File: src/rtl/frame_seq_pkg.sv
// Shared types and geometry for the frame sequencer: FSM states and the
// 16x32 playfield dimensions used by the VGA scan.
package frame_seq_pkg;

  localparam int unsigned NUM_COLS   = 16;
  localparam int unsigned NUM_ROWS   = 32;
  localparam int unsigned NUM_PIXELS = NUM_COLS * NUM_ROWS;

  typedef enum logic [2:0] {
    IDLE,
    DRAW,
    WAIT,
    STEP,
    SPAWN
  } state_t;

  // Display bit index 32*x+y; with power-of-two rows this is a plain concat.
  function automatic logic [8:0] pixel_index(input logic [3:0] px, input logic [4:0] py);
    return {px, py};
  endfunction

endpackage

File: src/rtl/frame_sequencer_tick_divider.sv
// Frame tick divider: counts down while enabled, pulses tick on the
// terminal count and reloads.
module tick_divider #(
  parameter int unsigned TICK_CYCLES = 833334
) (
  input  logic clock,
  input  logic resetn,
  input  logic enable,
  output logic tick
);

  localparam int unsigned CW = $clog2(TICK_CYCLES);

  logic [CW-1:0] count;

  always_ff @(posedge clock or negedge resetn) begin
    if (!resetn) begin
      count <= CW'(TICK_CYCLES - 1);
    end else if (enable) begin
      if (count == '0) count <= CW'(TICK_CYCLES - 1);
      else             count <= count - 1'b1;
    end
  end

  always_comb begin
    tick = enable && (count == '0);
  end

endmodule

File: src/rtl/frame_sequencer.sv
// Game scheduler: scans a snapshot of the 512-bit playfield into the VGA
// write port and paces row shifts and shape spawns from frame ticks.
module frame_sequencer
  import frame_seq_pkg::*;
#(
  parameter int unsigned TICK_CYCLES     = 833334,
  parameter int unsigned FRAMES_PER_STEP = 16,
  parameter int unsigned STEPS_PER_SPAWN = 16,
  parameter logic [2:0]  FG_COLOUR       = 3'b111,
  parameter logic [2:0]  BG_COLOUR       = 3'b000
) (
  input  logic                  clock,
  input  logic                  resetn,
  input  logic                  run,
  input  logic [NUM_PIXELS-1:0] display,
  output logic [3:0]            x,
  output logic [4:0]            y,
  output logic [2:0]            colour,
  output logic                  plot,
  output logic                  shift_en,
  output logic                  spawn_en,
  output logic                  frame_done,
  output logic                  overrun
);

  localparam int unsigned PW = $clog2(NUM_PIXELS);
  localparam int unsigned YW = $clog2(NUM_ROWS);

  state_t                state, state_nxt;
  logic [PW-1:0]         p;
  logic [NUM_PIXELS-1:0] snap;
  logic [7:0]            frame_cnt;
  logic [7:0]            step_cnt;
  logic                  tick;
  logic                  tick_pending;
  logic                  settle;
  logic                  flush;
  logic                  consume;
  logic                  load_snap;
  logic                  start_settle;

  tick_divider #(
    .TICK_CYCLES(TICK_CYCLES)
  ) u_div (
    .clock (clock),
    .resetn(resetn),
    .enable(run),
    .tick  (tick)
  );

  always_ff @(posedge clock or negedge resetn) begin
    if (!resetn) state <= IDLE;
    else         state <= state_nxt;
  end

  always_comb begin
    state_nxt    = state;
    consume      = 1'b0;
    load_snap    = 1'b0;
    start_settle = 1'b0;
    shift_en     = 1'b0;
    spawn_en     = 1'b0;
    unique case (state)
      IDLE: begin
        if (run) begin
          state_nxt = DRAW;
          load_snap = 1'b1;
        end
      end
      DRAW: begin
        if (flush) state_nxt = run ? WAIT : IDLE;
      end
      WAIT: begin
        if (!run) begin
          state_nxt = IDLE;
        end else if (tick_pending) begin
          consume = 1'b1;
          if (frame_cnt == 8'(FRAMES_PER_STEP - 1)) begin
            state_nxt = STEP;
          end else begin
            state_nxt = DRAW;
            load_snap = 1'b1;
          end
        end
      end
      STEP: begin
        shift_en = 1'b1;
        if (step_cnt == 8'(STEPS_PER_SPAWN - 1)) begin
          state_nxt = SPAWN;
        end else begin
          state_nxt    = DRAW;
          start_settle = 1'b1;
        end
      end
      SPAWN: begin
        spawn_en     = 1'b1;
        state_nxt    = DRAW;
        start_settle = 1'b1;
      end
      default: state_nxt = IDLE;
    endcase
  end

  // DRAW carries two sub-phases: settle (one dead cycle so game_state's
  // registered update lands before the snapshot) and flush (frame_done).
  always_ff @(posedge clock or negedge resetn) begin
    if (!resetn) begin
      p            <= '0;
      snap         <= '0;
      frame_cnt    <= '0;
      step_cnt     <= '0;
      tick_pending <= 1'b0;
      overrun      <= 1'b0;
      settle       <= 1'b0;
      flush        <= 1'b0;
      x            <= '0;
      y            <= '0;
      colour       <= BG_COLOUR;
      plot         <= 1'b0;
      frame_done   <= 1'b0;
    end else begin
      plot       <= 1'b0;
      frame_done <= 1'b0;

      if (tick && tick_pending) overrun <= 1'b1;
      if (tick)         tick_pending <= 1'b1;
      else if (consume) tick_pending <= 1'b0;

      if (load_snap) begin
        snap <= display;
        p    <= '0;
      end
      if (start_settle) settle <= 1'b1;

      if (consume) begin
        if (frame_cnt == 8'(FRAMES_PER_STEP - 1)) frame_cnt <= '0;
        else                                      frame_cnt <= frame_cnt + 1'b1;
      end

      if (state == STEP) begin
        if (step_cnt == 8'(STEPS_PER_SPAWN - 1)) step_cnt <= '0;
        else                                     step_cnt <= step_cnt + 1'b1;
      end

      if (state == DRAW) begin
        if (settle) begin
          settle <= 1'b0;
          snap   <= display;
          p      <= '0;
        end else if (flush) begin
          flush      <= 1'b0;
          frame_done <= 1'b1;
        end else begin
          x      <= p[PW-1:YW];
          y      <= p[YW-1:0];
          colour <= snap[pixel_index(p[PW-1:YW], p[YW-1:0])] ? FG_COLOUR : BG_COLOUR;
          plot   <= 1'b1;
          p      <= p + 1'b1;
          if (p == PW'(NUM_PIXELS - 1)) flush <= 1'b1;
        end
      end
    end
  end

endmodule

File: config.mk
export PLATFORM = sky130hd
export DESIGN_NAME = frame_sequencer
export DESIGN_NICKNAME = d
export VERILOG_FILES = /design/src/rtl/frame_seq_pkg.sv /design/src/rtl/frame_sequencer_tick_divider.sv /design/src/rtl/frame_sequencer.sv
export SDC_FILE = /design/constraint.sdc
export NUM_CORES = 1
export LEC_CHECK = 0
export BUFFER_PORTS_ARGS = -buffer_cell sky130_fd_sc_hd__buf_2
export CORE_UTILIZATION = 35
export DETAILED_ROUTE_END_ITERATION = 10
export PLACE_DENSITY_LB_ADDON = 0.1
export SETUP_SLACK_MARGIN = 0.3
export SYNTH_ARGS = -nofsm -noshare
export SYNTH_HDL_FRONTEND = slang
export SYNTH_SLANG_ARGS = --single-unit
File: constraint.sdc
create_clock -name clock -period 2.9 [get_ports clock]
set_input_delay 0 -clock clock [delete_from_list [all_inputs] [get_ports clock]]
set_output_delay 0 -clock clock [all_outputs]
set_load 0.02 [all_outputs]
==> results of run 1 <==
## per-layer routing
metal / wire length [um] / vias up
met5: 30 / -
met3: 4534 / 139
met4: 2736 / 6
met2: 45400 / 608
li1: - / 9018
met1: 39890 / 10301
## worst max path at each step
stage,start,to,cells past startpoint
after floorplan,p[0],colour[1],11
after global placement,p[0],colour[1],8
after detailed placement,p[0],colour[1],8
after CTS,p[0],colour[1],9
after global routing,p[0],colour[1],9
final,p[0],colour[1],8
## sequential cells by signal, summed over array words and instances, names as in the netlist, 3 cells and up
register / cells
snap: 512
step_cnt: 8
frame_cnt: 8
u_div.count: 20
p: 9
y: 5
x: 4
state: 3
## layout make-up
type                    count  area share [%]
flip-flops and latches    576           35.80
multi-input cells        1067           28.72
repair buffers           1234           26.56
clock buffers             104           5.114
well taps                 969           3.005
clock inverters            22          0.6451
inverters                  11          0.1024
diodes                      7         0.04342
## repair_timing
item / 4_1_cts / 5_1_grt
setup buffers: 34 / 8
hold buffers: 516 / 0
gates resized for setup: 78 / 110
setup endpoints to repair: 356 / 482
hold endpoints to repair: 907 / 0
cloned: 18 / 26
pin swaps: 13 / 9
## through the flow
| stage | utilization, % | instance area, um2 | std cells | hold WS, ps |
|---|---|---|---|---|
| floorplan | - | 26250 | 1777 | -295.6 |
| global placement | 41.17 | 30600 | 3255 | 22.09 |
| detailed placement | 41.17 | 30600 | 3255 | 33.80 |
| CTS | 52.87 | 39290 | 3949 | 115.6 |
| global route | 54.28 | 40340 | 3989 | 145.6 |
| finish | 54.28 | 40340 | 3990 | 159.5 |
## cell families after synthesis
group	Yosys count
AO/OA/AOI/OAI	143
XOR/XNOR	23
adder cells (fa/ha/maj)	6
buffers and inverters	134
flip-flops	576
multiplexers	693
AND/OR/NAND/NOR	202
## cell usage after synthesis, drive strengths merged (6+ instances only)
cell type / n / area share [%]
o21ai: 34 / 0.65
mux2: 522 / 22
or4: 6 / 0.17
dfrtp: 564 / 54
mux4: 97 / 8.4
nor2: 45 / 0.64
inv: 10 / 0.14
mux2i: 74 / 2.8
dfstp: 12 / 1.2
a21oi: 21 / 0.40
a2111oi: 7 / 0.26
nor2b: 8 / 0.19
nand2: 71 / 1.0
xnor2: 17 / 0.57
nand4: 8 / 0.19
a22o: 9 / 0.30
a22oi: 8 / 0.23
nand3: 20 / 0.38
nor3: 10 / 0.19
buf: 94 / 2.2
a221oi: 7 / 0.23
o22ai: 10 / 0.24
clkbuf: 29 / 0.41
xor2: 6 / 0.20
ha: 6 / 0.29
o221ai: 8 / 0.27
## where the power goes
| group | internal, mW | switching, mW | leakage [nW] |
|---|---|---|---|
| logic | 1.32 | 0.799 | 10.6 |
| registers | 8.60 | 0.342 | 7.37 |
| clock network | 5.38 | 3.52 | 1.13 |
| total | 15.3 | 4.66 | 19.1 |
## worst max-delay path, delay by kind of cell (launching register included)
family          cells  cell delay, ps
simple gates        1             480
mux                 1             430
buf+inv             3             470
compound gates      3             840
flops               1             510
==> flow_metrics.env, run 1 <==
export IMPL_synth_fp_nets=2298
export IMPL_io_pins=532
export IMPL_route_detailed_drc=0
export IMPL_most_common_layout_cells="dfrtp_1, buf_2, dlygate4sd3_1"
export IMPL_async_flop_share_pct=100.0
export IMPL_num_rows=100
export IMPL_rsz0062_at_grt="true"
export IMPL_r2r_start="p[0]"
export IMPL_vias=20072
export IMPL_numCtsBuffers=70
export IMPL_use_met1_pct=30.54
export IMPL_chipWidth_um=275.9
export IMPL_whs_path_depth=3
export IMPL_firstDrtPassIters=5
export IMPL_drt_initial_drc_count=910
export IMPL_final_antenna_net_count=0
export IMPL_htree_levels=3
export IMPL_worstPathCellList="buf_12, buf_16, buf_4, mux4_2, a22o_1, o311a_4, or4_1, a41o_1"
export IMPL_ys_flop_type="dfrtp_1"
export IMPL_syn_inst=1777
export IMPL_setup_tns_ps=0
export IMPL_ys_seq_area_share_pct=54.96
export IMPL_slew_headroom_pct=58.96
export IMPL_area_growth_pct=53.67
export IMPL_setup_ws_ps=40.73
export IMPL_setup_violations=0
export IMPL_layout_commonest_cell="dfrtp_1"
export IMPL_worstSetupPathType="reg -> reg"
export IMPL_path_max_fanout=6
export IMPL_ir_drop_mv=0.3512
export IMPL_drive_above_1_share_pct=49.47
export IMPL_cts_buffer_depth=3
export IMPL_ys_types=62
export IMPL_reg2regPathDepth=8
export IMPL_core_mm2=0.07432
export IMPL_dieArea_mm2=0.07611
export IMPL_clk_latency_ps=610
export IMPL_startpoint_type="flip-flop"
export IMPL_min_period_over_period_pct=98.60
export IMPL_fin_total_pwr_mw=19.95
export IMPL_place_congestion=0.8220
export IMPL_cts_sinks=576
export IMPL_grt_use_met3_pct=3.749
export IMPL_hp_class="in -> reg"
export IMPL_yosysWarnings=0
export IMPL_grt_pass1_vias=21485
export IMPL_fin_nets=3481
export IMPL_powerDensity_mw_per_mm2=494.5
export IMPL_synth_top_family_by_area="multiplexers"
export IMPL_cp_end_kind="flip-flop"
export IMPL_slew_viol_final=0
export IMPL_r2r_end="colour[1]"
export IMPL_max_freq_ghz=0.3497
export IMPL_busiest_layer="met2"
export IMPL_die_h_um=275.9
export IMPL_antenna_found_initial=10
export IMPL_min_to="snap[314]"
export IMPL_grt_pass1_wl_um=131100
export IMPL_cts_tree="done"
export IMPL_cts_root_buf="clkbuf_16"
export IMPL_hp_start="display[314]"
export IMPL_worstPathArrival_ps=3340
export IMPL_yosys_area_share_simple_pct=3.722
export IMPL_ys_ff_latch=576
export IMPL_n_fill_cell=6222
export IMPL_max_cap_viol_count=0
export IMPL_grt_max_degree=80
export IMPL_cp_slowest_stage_delay_ps=510
export IMPL_synth_edf_count=0
export IMPL_grt_use_met2_pct=38.59
export IMPL_worst_slew_pin_slew_ps=614.3
export IMPL_synth_compound_area_share_pct=3.813
export IMPL_synth_xor_area_share_pct=0.7673
export IMPL_hpwl_um=60470
export IMPL_drt_wl_total_um=92590
export IMPL_cp_slowest_cell="dfrtp_4"
export IMPL_outcome="finished clean"
export IMPL_initial_core_util_pct=35.32
export IMPL_seq_area_mm2=0.01444
export IMPL_synth_mux_area_fraction_pct=33.63
export IMPL_p_leak_nw=19.12
export IMPL_numPortBuffers=531
export IMPL_via_per_inst=5.031
export IMPL_dp_worst_setup_slack_ps=-151.3
export IMPL_synth_area_mm2=0.02625
export IMPL_multi_input_area_mm2=0.01159
export IMPL_finalHoldViolations=0
export IMPL_post_drt_wl_per_cell_um=23.21
export IMPL_clkTransAtPathRegs_ps=60
export IMPL_synthAdderAreaFrac_pct=0.2860
export IMPL_overflow=0
export IMPL_finalClockSkew_ps=18.17
export IMPL_critical_path_required_ps=3390
export IMPL_track_usage_pct=23.24
export IMPL_fin_crit_ps=2859
export IMPL_syn_avg_cell_area_um2=14.77
export IMPL_r2r_slack_ps=40
(Power assumes the default switching activity.)
==> inputs of run 2 (changes only) <==
--- a/config.mk
+++ b/config.mk
@@ -8,7 +8,7 @@
 export BUFFER_PORTS_ARGS = -buffer_cell sky130_fd_sc_hd__buf_2
 export CORE_UTILIZATION = 35
 export DETAILED_ROUTE_END_ITERATION = 10
-export PLACE_DENSITY_LB_ADDON = 0.1
+export PLACE_DENSITY_LB_ADDON = 0.3
 export SETUP_SLACK_MARGIN = 0.3
 export SYNTH_ARGS = -nofsm -noshare
 export SYNTH_HDL_FRONTEND = slang
==> run 2 against run 1 <==
The run now ends with negative setup slack left. Total power grew 1.3%. Critical endpoint unchanged. Global-route usage is essentially flat. Largest power group unchanged. Non-clock buffer count rose by 30. Critical path type unchanged.
==> flow_metrics.env, run 2 (synthesis gave the netlist of run 1 again) <==
export IMPL_clkTransAtPathRegs_ps=60
export IMPL_firstDrtPassIters=5
export IMPL_final_antenna_net_count=0
export IMPL_overflow=0
export IMPL_powerDensity_mw_per_mm2=482.1
export IMPL_grt_max_degree=96
export IMPL_setup_tns_ps=-27.72
export IMPL_slew_headroom_pct=38.98
export IMPL_htree_levels=3
export IMPL_whs_path_depth=3
export IMPL_layout_commonest_cell="dfrtp_1"
export IMPL_largest_register_ffs=512
export IMPL_final_core_util_pct=56.42
export IMPL_area_growth_pct=59.74
export IMPL_n_fill_cell=5778
export IMPL_place_area_mm2=0.03073
export IMPL_io_pins=532
export IMPL_worstPathArrival_ps=3410
export IMPL_clk_latency_ps=600
export IMPL_finalHoldViolations=0
export IMPL_ir_drop_mv=0.3487
export IMPL_grt_pass1_wl_um=132400
export IMPL_drive_above_1_share_pct=49.61
export IMPL_critical_path_required_ps=3390
export IMPL_drt_initial_drc_count=1334
export IMPL_setup_ws_ps=-27.72
export IMPL_cts_buffer_depth=3
export IMPL_p_leak_nw=20.77
export IMPL_worst_hold_slack_ps=157.0
export IMPL_top_regs="snap: 512 flops, u_div.count: 20 flops, p: 9 flops"
export IMPL_finalClockSkew_ps=20.83
export IMPL_outcome="finished with violations"
export IMPL_violations="negative setup slack"
export IMPL_drt_wl_total_um=99580
export IMPL_rsz0062_at_grt="true"
export IMPL_via_per_inst=5.162
export IMPL_cp_end_kind="flip-flop"
export IMPL_slew_viol_final=0
export IMPL_min_period_over_period_pct=101.0
export IMPL_antenna_found_initial=12
export IMPL_die_h_um=275.9
export IMPL_fin_crit_ps=2928
export IMPL_numPortBuffers=531
export IMPL_stdcell_area_mm2=0.04194
export IMPL_place_congestion=0.8438
export IMPL_chipWidth_um=275.9
export IMPL_most_common_layout_cells="dfrtp_1, buf_2, dlygate4sd3_1"
export IMPL_path_max_fanout=15
export IMPL_fin_nets=3509
export IMPL_hpwl_um=59820
export IMPL_startpoint_type="flip-flop"
export IMPL_setup_violations=1
export IMPL_grt_pass1_vias=21964
export IMPL_cts_tree="done"
export IMPL_regMostFlops="snap"
export IMPL_cts_root_buf="clkbuf_16"
export IMPL_route_detailed_drc=0
export IMPL_cts_sinks=576
export IMPL_worst_slew_pin_slew_ps=912.9
export IMPL_numCtsBuffers=68
export IMPL_worstSetupPathType="reg -> reg"
export IMPL_num_rows=100
export IMPL_track_usage_pct=23.24
export IMPL_initial_core_util_pct=35.32
export IMPL_vias=20757
export IMPL_hp_class="in -> reg"
export IMPL_dieArea_mm2=0.07611
export IMPL_max_cap_viol_count=0
export IMPL_max_freq_ghz=0.3416
export IMPL_dp_worst_setup_slack_ps=-94.32
export IMPL_post_drt_wl_per_cell_um=24.76
export IMPL_core_mm2=0.07432
export IMPL_reg2regPathDepth=8
==> run 2: worst max-delay path, stage by stage, from the launching register on <==
cell	delay, ps
dfrtp_4	520
buf_6	250
mux4_2	530
a2111oi_0	450
buf_4	180
o21ai_1	50
a41o_1	270
a221o_1	350
a41o_1	200
==> run 2: what timing repair did <==
action,in CTS,in global routing
resized for setup,104,383
pin swaps,8,5
hold endpoints to repair,880,0
setup buffers,19,25
cloned,11,45
hold buffers,516,0
endpoints found under the setup margin,455,430
==> run 2: layer usage <==
metal | track usage, % | up-vias | share of wire (%)
li1 | - | 9062 | -
met1 | 29.55 | 10726 | 42
met2 | 39.74 | 725 | 50
met3 | 3.706 | 236 | 4.7
met4 | 8.733 | 8 | 3.5
met5 | 0 | - | 0.049
==> run 2: area by class of cell <==
| cell class | instances | area, um2 | area share [%] |
|---|---|---|---|
| Clock inverter | 24 | 340.3 | 0.8116 |
| Clock buffer | 98 | 1986 | 4.735 |
| Inverter | 11 | 41.29 | 0.09846 |
| Timing Repair Buffer | 1264 | 11290 | 26.92 |
| Sequential cell | 576 | 14440 | 34.44 |
| Multi-Input combinational cell | 1067 | 12590 | 30.03 |
| Antenna cell | 12 | 30.03 | 0.07161 |
| Tap cell | 969 | 1212 | 2.891 |
==> run 2: path summary, 6_finish.rpt <==
kind	to	from	slack (ps)
setup / recovery	colour[1]	p[0]	-30
hold / removal	snap[191]	display[191]	160
setup reg to reg	colour[1]	p[0]	-30
hold reg to reg	overrun	overrun	450
max in group asynchronous	snap[349]	resetn	1320
min in group asynchronous	snap[20]	resetn	540
==> run 2: power breakdown <==
part | leakage [nW] | switching, mW | internal (mW)
Combinational | 12.3 | 0.848 | 1.43
Clock | 1.14 | 3.57 | 5.41
Sequential | 7.37 | 0.367 | 8.60
==> run 2: stage by stage <==
step	instances	power [mW]
after detailed placement	3271	10.56
after CTS	3939	20.14
after global placement	3271	10.48
after global routing	4016	20.90
after floorplan	1777	9.702
final	4021	20.22
